## src/rtl/counter_seq_pkg.sv

```systemverilog
`default_nettype none
// ============================================================================
//  Module      : counter_seq_pkg
//  Description : Shared types for the counter command sequencer: command
//                opcodes and FSM states.
//  Revision    : 1.0 - initial release
// ============================================================================
package counter_seq_pkg;

    // Command opcodes carried on cmd_op
    typedef enum logic [1:0] {
        LOAD = 2'd0,
        UP   = 2'd1,
        DOWN = 2'd2,
        HOLD = 2'd3
    } op_e;

    // Sequencer FSM states
    typedef enum logic {
        IDLE = 1'b0,
        EXEC = 1'b1
    } state_e;

endpackage

`default_nettype wire

```

## src/rtl/counter_cmd_sequencer_if.sv

```systemverilog
`default_nettype none
// ============================================================================
//  Module      : counter_cmd_sequencer_if
//  Description : valid/ready command port of the counter command sequencer.
//                master = command producer, slave = sequencer.
//  Revision    : 1.0 - initial release
// ============================================================================
interface counter_cmd_sequencer_if #(
    parameter int CNT_W = 8
);
    import counter_seq_pkg::*;

    logic             cmd_valid;
    logic             cmd_ready;
    op_e              cmd_op;
    logic [CNT_W-1:0] cmd_arg;

    modport master (output cmd_valid, output cmd_op, output cmd_arg, input  cmd_ready);
    modport slave  (input  cmd_valid, input  cmd_op, input  cmd_arg, output cmd_ready);

endinterface

`default_nettype wire

```

## src/rtl/cmd_fifo.sv

```systemverilog
`default_nettype none
// ============================================================================
//  Module      : cmd_fifo
//  Description : Synchronous FIFO of DEPTH entries of type T. Pushes into a
//                full FIFO and pops from an empty FIFO are ignored.
//                dout shows the head entry whenever empty is low.
//  Revision    : 1.0 - initial release
// ============================================================================
module cmd_fifo #(
    parameter int  DEPTH = 4,
    parameter type T     = logic [7:0]
) (
    input  logic clk,
    input  logic rst_n,
    input  logic push,
    input  logic pop,
    input  T     din,
    output T     dout,
    output logic full,
    output logic empty
);

    localparam int C_ADDR_W = $clog2(DEPTH);
    localparam logic [C_ADDR_W:0] C_PTR_ONE = {{C_ADDR_W{1'b0}}, 1'b1};

    T                  r_mem [DEPTH];
    logic [C_ADDR_W:0] r_wr_ptr;
    logic [C_ADDR_W:0] r_rd_ptr;

    // Extra pointer MSB tells full from empty when the addresses match
    assign empty = (r_wr_ptr == r_rd_ptr);
    assign full  = (r_wr_ptr[C_ADDR_W] != r_rd_ptr[C_ADDR_W]) &&
                   (r_wr_ptr[C_ADDR_W-1:0] == r_rd_ptr[C_ADDR_W-1:0]);
    assign dout  = r_mem[r_rd_ptr[C_ADDR_W-1:0]];

    // Pointer update; only the pointers need a reset
    always_ff @(posedge clk or negedge rst_n) begin
        if (!rst_n) begin
            r_wr_ptr <= '0;
            r_rd_ptr <= '0;
        end else begin
            if (push && !full)  r_wr_ptr <= r_wr_ptr + C_PTR_ONE;
            if (pop  && !empty) r_rd_ptr <= r_rd_ptr + C_PTR_ONE;
        end
    end

    // Storage write
    always_ff @(posedge clk) begin
        if (push && !full) r_mem[r_wr_ptr[C_ADDR_W-1:0]] <= din;
    end

endmodule

`default_nettype wire

```

## src/rtl/counter_cmd_sequencer.sv

```systemverilog
`default_nettype none
// ============================================================================
//  Module      : counter_cmd_sequencer
//  Description : Buffers counter commands in a FIFO and replays each one as
//                cycle-accurate load_n/ce/up_down/data_load controls.
//                Optional macro CNT_SEQ_NOWRAP_EN: gate ce with the counter's
//                max_count/zero feedback so the count saturates; a blocked
//                UP/DOWN command ends that cycle with done and clipped high.
//  Revision    : 1.0 - initial release
// ============================================================================
module counter_cmd_sequencer
    import counter_seq_pkg::*;
#(
    parameter int WIDTH      = 4,
    parameter int CNT_W      = 8,
    parameter int FIFO_DEPTH = 4
) (
    input  logic                     clk,
    input  logic                     rst_n,
    counter_cmd_sequencer_if.slave   cmd,
    input  logic                     max_count,
    input  logic                     zero,
    output logic                     load_n,
    output logic                     ce,
    output logic                     up_down,
    output logic [WIDTH-1:0]         data_load,
    output logic                     busy,
    output logic                     done,
    output logic                     clipped
);

    localparam logic [CNT_W-1:0] C_ONE = {{(CNT_W-1){1'b0}}, 1'b1};

    typedef struct packed {
        op_e              op;
        logic [CNT_W-1:0] arg;
    } cmd_t;

    cmd_t             w_fifo_din;
    cmd_t             w_fifo_dout;
    logic             w_push;
    logic             w_pop;
    logic             w_full;
    logic             w_empty;
    logic             w_last;
    logic             w_clip;
    logic             w_arg_zero;

    state_e           r_state;
    logic [CNT_W-1:0] r_remain;     // cycles left after the current one
    logic             r_load_n;
    logic             r_ce_q;
    logic             r_up_down;
    logic             r_done;
    logic [WIDTH-1:0] r_data_load;

    assign w_fifo_din.op  = cmd.cmd_op;
    assign w_fifo_din.arg = cmd.cmd_arg;
    assign cmd.cmd_ready  = ~w_full;
    assign w_push         = cmd.cmd_valid & ~w_full;

    cmd_fifo #(
        .DEPTH (FIFO_DEPTH),
        .T     (cmd_t)
    ) u_fifo (
        .clk   (clk),
        .rst_n (rst_n),
        .push  (w_push),
        .pop   (w_pop),
        .din   (w_fifo_din),
        .dout  (w_fifo_dout),
        .full  (w_full),
        .empty (w_empty)
    );

`ifdef CNT_SEQ_NOWRAP_EN
    // Counter sits on the boundary it is about to cross: block the step
    assign w_clip = r_ce_q & (r_up_down ? max_count : zero);
`else
    logic w_unused_fb;
    assign w_unused_fb = max_count ^ zero;
    assign w_clip      = 1'b0;
`endif

    // A command ends on its scheduled last cycle or when clipped early
    assign w_last     = (r_state == EXEC) & (r_done | w_clip);
    assign w_pop      = ~w_empty & ((r_state == IDLE) | w_last);
    assign w_arg_zero = (w_fifo_dout.arg == '0);

    assign load_n    = r_load_n;
    assign ce        = r_ce_q & ~w_clip;
    assign up_down   = r_up_down;
    assign data_load = r_data_load;
    assign done      = r_done | w_clip;
    assign clipped   = w_clip;
    assign busy      = (r_state == EXEC) | ~w_empty;

    // Sequencer FSM: outputs registered for the cycle that follows each edge
    always_ff @(posedge clk or negedge rst_n) begin
        if (!rst_n) begin
            r_state     <= IDLE;
            r_remain    <= '0;
            r_load_n    <= 1'b1;
            r_ce_q      <= 1'b0;
            r_up_down   <= 1'b0;
            r_done      <= 1'b0;
            r_data_load <= '0;
        end else if (w_pop) begin
            // Start the head command; back-to-back with no bubble
            r_state     <= EXEC;
            r_load_n    <= 1'b1;
            r_ce_q      <= 1'b0;
            r_data_load <= '0;
            r_done      <= (w_fifo_dout.arg <= C_ONE);
            r_remain    <= w_arg_zero ? '0 : (w_fifo_dout.arg - C_ONE);
            case (w_fifo_dout.op)
                LOAD: begin
                    r_load_n    <= 1'b0;
                    r_data_load <= w_fifo_dout.arg[WIDTH-1:0];
                    r_done      <= 1'b1;
                    r_remain    <= '0;
                end
                UP, DOWN: begin
                    if (!w_arg_zero) begin
                        r_ce_q    <= 1'b1;
                        r_up_down <= (w_fifo_dout.op == UP);
                    end
                end
                default: ;
            endcase
        end else if (r_state == EXEC) begin
            if (w_last) begin
                r_state     <= IDLE;
                r_load_n    <= 1'b1;
                r_ce_q      <= 1'b0;
                r_done      <= 1'b0;
                r_data_load <= '0;
                r_remain    <= '0;
            end else begin
                r_remain    <= r_remain - C_ONE;
                r_done      <= (r_remain == C_ONE);
            end
        end
    end

endmodule

`default_nettype wire

```

## src/flat_wrapper.sv

```systemverilog
// flat-port wrapper written by rule: the top's interface ports become plain ports
module counter_cmd_sequencer_flat import counter_seq_pkg::*;
#(
    parameter int WIDTH      = 4,
    parameter int CNT_W      = 8,
    parameter int FIFO_DEPTH = 4
)
  (clk, rst_n, max_count, zero, load_n, ce, up_down, data_load, busy, done, clipped, cmd_cmd_valid, cmd_cmd_op, cmd_cmd_arg, cmd_cmd_ready);
  counter_cmd_sequencer_if #(.CNT_W(CNT_W)) cmd_i ();
  input  logic clk;
  input  logic rst_n;
  input  logic max_count;
  input  logic zero;
  output logic load_n;
  output logic ce;
  output logic up_down;
  output logic [WIDTH-1:0] data_load;
  output logic busy;
  output logic done;
  output logic clipped;
  input wire logic [$bits(cmd_i.cmd_valid)-1:0] cmd_cmd_valid;
  input wire logic [$bits(cmd_i.cmd_op)-1:0] cmd_cmd_op;
  input wire logic [$bits(cmd_i.cmd_arg)-1:0] cmd_cmd_arg;
  output wire logic [$bits(cmd_i.cmd_ready)-1:0] cmd_cmd_ready;
  assign cmd_i.cmd_valid = cmd_cmd_valid;
  assign cmd_i.cmd_op = cmd_cmd_op;
  assign cmd_i.cmd_arg = cmd_cmd_arg;
  assign cmd_cmd_ready = cmd_i.cmd_ready;
  counter_cmd_sequencer #(.WIDTH(WIDTH), .CNT_W(CNT_W), .FIFO_DEPTH(FIFO_DEPTH)) u_core (.clk(clk), .rst_n(rst_n), .cmd(cmd_i), .max_count(max_count), .zero(zero), .load_n(load_n), .ce(ce), .up_down(up_down), .data_load(data_load), .busy(busy), .done(done), .clipped(clipped));
endmodule
```

## config.mk

```make
export PLATFORM = sky130hd
export DESIGN_NAME = counter_cmd_sequencer_flat
export DESIGN_NICKNAME = d
export VERILOG_FILES = /design/src/rtl/counter_seq_pkg.sv /design/src/rtl/counter_cmd_sequencer_if.sv /design/src/rtl/cmd_fifo.sv /design/src/rtl/counter_cmd_sequencer.sv /design/src/flat_wrapper.sv
export SDC_FILE = /design/constraint.sdc
export NUM_CORES = 1
export LEC_CHECK = 0
export CAP_MARGIN = 20
export CORE_MARGIN = 4
export CORE_UTILIZATION = 32
export DETAILED_ROUTE_END_ITERATION = 7
export SLEW_MARGIN = 20
export SYNTH_ARGS = -nofsm -noshare
export SYNTH_HDL_FRONTEND = slang
export SYNTH_SLANG_ARGS = --single-unit
```

## constraint.sdc

```tcl
create_clock -name clk -period 4.55 [get_ports clk]
set_clock_uncertainty 0.1 [all_clocks]
set_input_delay 0.6825 -clock clk [delete_from_list [all_inputs] [get_ports clk]]
set_output_delay 0.6825 -clock clk [all_outputs]
set_load 0.005 [all_outputs]
```

==> results of run 1 <==
==> report_power, final <==
group	switching (mW)	internal [mW]	leakage, nW
sequential	0.119	0.792	0.648
combinational	0.420	0.368	0.486
clock	0.211	0.304	0.110
==> cell usage in the layout (no fill, tap or decap), types with 9 or more instances in the layout <==
cell type         n
nand2_1          12
clkbuf_8          9
dfrtp_1          22
o21ai_0          13
clkdlybuf4s50_1  21
inv_1             9
nor2_1            9
a21oi_1           9
ha_1             12
edfxtp_1         40
==> area by class of cell <==
type                       instances  area share [%]
clock buffer                       9           3.678
clock inverter                     7           2.600
inverter                           9           1.003
multi-input combinational        116           29.31
sequential                        63           52.79
tap                              108           4.012
timing repair buffer              23           6.612
==> layer usage <==
| metal | share of wire [%] | vias up | GRT usage [%] |
|---|---|---|---|
| met5 | 0 | - | 0 |
| met4 | 0.75 | 0 | 4.238 |
| met3 | 3.6 | 4 | 3.276 |
| met2 | 49 | 25 | 18.09 |
| met1 | 47 | 757 | 12.85 |
| li1 | - | 790 | - |
==> worst max-delay path: stages (launching register included) <==
cell and delay, ns:
dfrtp_1 0.58, xnor2_1 0.43, nand3_1 0.12, nor2_1 0.36, inv_1 0.22, clkdlybuf4s50_1 0.51
==> worst paths after layout <==
path                       cells past startpoint                                  start                               endpoint
max                                            5  u_core.u_fifo.r_rd_ptr[1]$_DFFE_PN0P_                                   busy
min                                            1                                  rst_n  u_core.u_fifo.r_wr_ptr[0]$_DFFE_PN0P_
max reg2reg                                    6  u_core.u_fifo.r_rd_ptr[0]$_DFFE_PN0P_             u_core.up_down$_DFFE_PN0P_
min reg2reg                                    2        u_core.data_load[1]$_DFFE_PN0P_        u_core.data_load[1]$_DFFE_PN0P_
max in group asynchronous                      1                                  rst_n              u_core.load_n$_DFFE_PN1P_
min in group clk                               2        u_core.data_load[1]$_DFFE_PN0P_        u_core.data_load[1]$_DFFE_PN0P_
==> logic make-up after synthesis <==
kind of cell,after synthesis,share of synthesized area (%)
other,1,0.1327
adder cells (fa/ha/maj),12,5.312
AO/OA/AOI/OAI,34,7.526
AND/OR/NAND/NOR,44,8.765
XOR/XNOR,13,4.028
multiplexers,12,9.163
flip-flops,63,62.90
buffers and inverters,13,2.169
==> sequential cells by signal, indices dropped and copies added (netlist names) <==
signal	count
u_core.u_fifo.r_wr_ptr	3
u_core.ce	1
u_core.up_down	1
u_core.load_n	1
u_core.u_fifo.r_mem	40
u_core.done	1
u_core.data_load	4
u_core.r_remain	8
u_core.u_fifo.r_rd_ptr	3
u_core.r_state	1
==> metrics, run 1 <==
outcome=finished, final reports clean; Critical Path Source Type=flip-flop; pin count of the biggest net entering global routing=24; # IOs=26; maximum VDD drop=316.9 uV; drt drc=0; final cell count without fillers=335; post-route cell area=~0.0034 mm^2; Synth top area share=42.50%; Synth Register Bits=63; layout cells sized above 1=roughly 15%; Period Utilization, post-route=73.16%; final core utilization=just under 40%; synth cell count leaders=edfxtp_1 (40), dfrtp_1 (22), o21ai_0 (13); Crit. End Element=output pin; R2R Setup Slk=1.92 ns; setup_tns=0 ns; Worst-Skew Late Latency=0.33 ns; die area=between 0.01 and 0.015 mm^2; top-count cell post-synth=edfxtp_1; first-pass GRT wire length=8438 um; RSZ-0062 raised after global routing=false; NumNets Final=249; Slew Limit Fails=0; Worst Path Required=3.77 ns; hold buffers post-CTS=0; CTS Sinks=63; clock transition at the registers of the reported paths=0.07 ns; GP Congestion=about 0.7; core area=0.008678 mm^2; Initial DRC Count=70; PD cells=657.4 mW/mm^2; GRT Overall Usage=between 10% and 20%; DR pass1 iterations=4; total CTS buffers=9; cell taking the most area after synthesis=edfxtp_1; critical path data arrival time=2.55 ns; Post-Syn Area per Cell=14.72 um^2; Post-synth EDFFs=40; post-cts resize count=0; share of flip-flops with an asynchronous set or reset=36.51%; area taken by multi-input logic gates=987.2 um^2; worst hold slack=0.2107 ns; total grt overflow=0; CTS tree=done; PortBufs=22; H-tree depth=3; Worst-Margin Slew=0.6279 ns; sequential share of the synthesized area=62.90%; final worst setup slack=1.221 ns; HP Class=in2async; WL final=about 5000 um; final setup vio count=0; largest cells by area after synthesis=edfxtp_1 (42%), dfrtp_1 (19%), mux4_2 (6.4%); clk buf depth=2; dpl ws=1.536 ns; postcts setup bufs=0; Hold Violations, Final=0; fill count=838; synth unique cells=41; # rows=34; Pwr Total=about 2.2 mW; Area after DPL=0.003162 mm^2; register area=roughly 0.0018 mm^2; detailed placement HPWL=3546 um; vias post-DR=about 1600; Yosys Warn Count=0; placed cell count=319; CP Class=reg2out; Wirelength per Cell=15.05 um; Crit Path Max Fanout=13; Main synth FF type=edfxtp_1; number of vias per cell=4.704; post-route ant nets=0; Post-Syn Area=0.002826 mm^2; Area Overhead vs Synth=19.17%; Mapped Cells=192; DIE HEIGHT=102.0 um; number of diodes=0; Post-Syn Nets=around 220; Max-Cap Viols=0; fmax=between 300 and 400 MHz; vias in the first global route=1744; LEAKAGE=around 1.2 nW; Tmin final=3.329 ns; initial core utilization=32.57%; slew margin rel.=about three fifths; Die X=102.0 um; initial antenna violation count=0; Root Driver=clkbuf_8
Note: power is estimated with default switching activity, not from simulation.
==> run 2, diff against run 1 <==
Clock period 4.55 ns to 3.4 ns, I/O delays scaled along.
==> metrics, run 2 (synthesized netlist as in run 1, its figures left out) <==
Crit Path Max Fanout=7 (was 13); drt drc=0 (unchanged); post-route cell area=0.003436 mm^2 (was 0.003368 mm^2); switching share of power=33.17% (was 33.86%); max reg flops=40 (unchanged); GRT Overall Usage=10.96% (was 10.73%); PortBufs=22 (unchanged); final setup vio count=0 (unchanged); Max-Cap Viols=0 (unchanged); Worst-Skew Late Latency=0.34 ns (was 0.33 ns); WL final=5047 um (was 5042 um); detailed placement HPWL=3600 um (was 3546 um); DR pass1 iterations=4 (unchanged); Area Overhead vs Synth=21.56% (was 19.17%); setup_tns=0 ns (unchanged); register area=0.001778 mm^2 (unchanged); critical path data arrival time=2.24 ns (was 2.55 ns); fmax=350.9 MHz; R2R depth=5 (was 6); Worst Path Required=2.79 ns (was 3.77 ns); NumNets Final=253 (was 249); die area=0.01040 mm^2 (unchanged); sw power=1.020 mW (was 749.7 uW); Die X=102.0 um (unchanged); vias post-DR=1608 (was 1576); hold path depth=2; slew margin rel.=61.98% (was 58.01%); Clk pwr share=25.6% (was 23.3%); HP Class=reg2reg (was in2async); Area after DPL=0.003192 mm^2 (was 0.003162 mm^2); RSZ-0062 raised after global routing=false (unchanged); vias in the first global route=1683 (was 1744); # rows=34 (unchanged); DIE HEIGHT=102.0 um (unchanged); post-cts resize count=0 (unchanged); Hold Violations, Final=0 (unchanged); # IOs=26 (unchanged); Hold EP=u_core.data_load[1]$_DFFE_PN0P_; Reg-to-Reg End=u_core.up_down$_DFFE_PN0P_ (unchanged); Tmin final=2.850 ns; Root Driver=clkbuf_8 (unchanged); Worst Min Path Start=u_core.data_load[1]$_DFFE_PN0P_; Crit. End Element=output pin (unchanged); GP Congestion=0.7319 (was 0.7002); maximum VDD drop=340.7 uV (was 316.9 uV); layout cells sized above 1=15.58% (was 14.54%); Wirelength per Cell=14.89 um (was 15.05 um); postcts setup bufs=0 (unchanged); combinational power share=35.0% (was 35.6%); Worst-Margin Slew=0.5703 ns (was 0.6279 ns); pin count of the biggest net entering global routing=24 (unchanged); fill count=851 (was 838); outcome=finished, final reports clean (unchanged); commonest non-fill, non-tap cell in the layout=edfxtp_1 (unchanged); core area=0.008678 mm^2 (unchanged); post-route ant nets=0 (unchanged); R2R Setup Slk=0.90 ns (was 1.92 ns); commonest non-fill, non-tap cells in the layout=edfxtp_1 (40), clkdlybuf4s50_1 (22), dfrtp_1 (22), o21ai_0 (13) (was edfxtp_1 (40), dfrtp_1 (22), clkdlybuf4s50_1 (21), o21ai_0 (13)); CTS Sinks=63 (unchanged); initial antenna violation count=0 (unchanged); first-pass GRT wire length=8418 um (was 8438 um); number of vias per cell=4.743 (was 4.704); area taken by multi-input logic gates=987.2 um^2 (unchanged); clk buf depth=2 (unchanged); RR Startpoint=u_core.u_fifo.r_rd_ptr[0]$_DFFE_PN0P_ (unchanged); CTS tree=done (unchanged); total grt overflow=0 (unchanged); CP Class=reg2out (unchanged); Critical Path Source Type=flip-flop (unchanged); number of diodes=0 (unchanged); hold buffers post-CTS=0 (unchanged); LEAKAGE=1.276 nW (was 1.245 nW); total CTS buffers=9 (unchanged); sequential share of power=39.4% (was 41.1%); Slew Limit Fails=0 (unchanged); Initial DRC Count=49 (was 70); PD cells=894.7 mW/mm^2 (was 657.4 mW/mm^2); Period Utilization, post-route=83.81%; internal power=2.055 mW (was 1.464 mW); H-tree depth=3 (unchanged); initial core utilization=32.57% (unchanged); clock transition at the registers of the reported paths=0.07 ns (about the same)
run 2: metrics by stage:
step	power (mW)	hold WS (ns)	worst slack (ns)	util, %	instances
after floorplan	1.972	0.1144	1.157	-	192
after global placement	2.300	0.3726	0.8924	36.78	323
after detailed placement	2.322	0.3734	0.8771	36.78	323
after CTS	3.121	0.3898	0.4938	39.59	339
after global routing	3.298	0.3988	0.3529	39.59	339
final	3.074	0.3850	0.5504	39.59	339
run 2: worst max path at each step:
stage	from	endpoint	slack (ns)
detailed placement	u_core.u_fifo.r_rd_ptr[0]$_DFFE_PN0P_	u_core.up_down$_DFFE_PN0P_	0.88
global placement	u_core.u_fifo.r_rd_ptr[1]$_DFFE_PN0P_	busy	0.89
CTS	u_core.u_fifo.r_rd_ptr[0]$_DFFE_PN0P_	busy	0.49
global route	u_core.u_fifo.r_rd_ptr[0]$_DFFE_PN0P_	busy	0.35
floorplan	u_core.u_fifo.r_rd_ptr[0]$_DFFE_PN0P_	u_core.up_down$_DFFE_PN0P_	1.16
finish	u_core.u_fifo.r_rd_ptr[0]$_DFFE_PN0P_	busy	0.55
run 2: layout make-up:
| class | instances | share of cell area (%) |
|---|---|---|
| clock buffers | 9 | 3.605 |
| clock inverters | 7 | 3.496 |
| repair buffers | 27 | 7.502 |
| inverters | 9 | 0.9832 |
| multi-input cells | 116 | 28.73 |
| well taps | 108 | 3.933 |
| flip-flops and latches | 63 | 51.75 |
run 2: worst max-delay path, cell delays in order, from the launching register on:
cell and delay, ns:
dfrtp_1 0.47, buf_4 0.21, xnor2_1 0.35, nand3_1 0.13, nor2_1 0.14, inv_1 0.13
clkdlybuf4s50_1 0.47
run 2: per-layer routing:
metal | track usage, % | up-vias | share of wire, %
li1 | - | 802 | -
met1 | 13.79 | 772 | 47
met2 | 17.34 | 26 | 48
met3 | 2.730 | 8 | 3.3
met4 | 6.054 | 0 | 2.0
met5 | 0 | - | 0
run 2: power by group through the flow:
stage	Sequential (mW)	Combinational, mW	Clock [mW]
finish	1.21	1.08	0.787
global route	1.24	1.21	0.845
CTS	1.22	1.10	0.808
detailed placement	1.23	1.09	0
global placement	1.22	1.08	0
floorplan	1.17	0.800	0
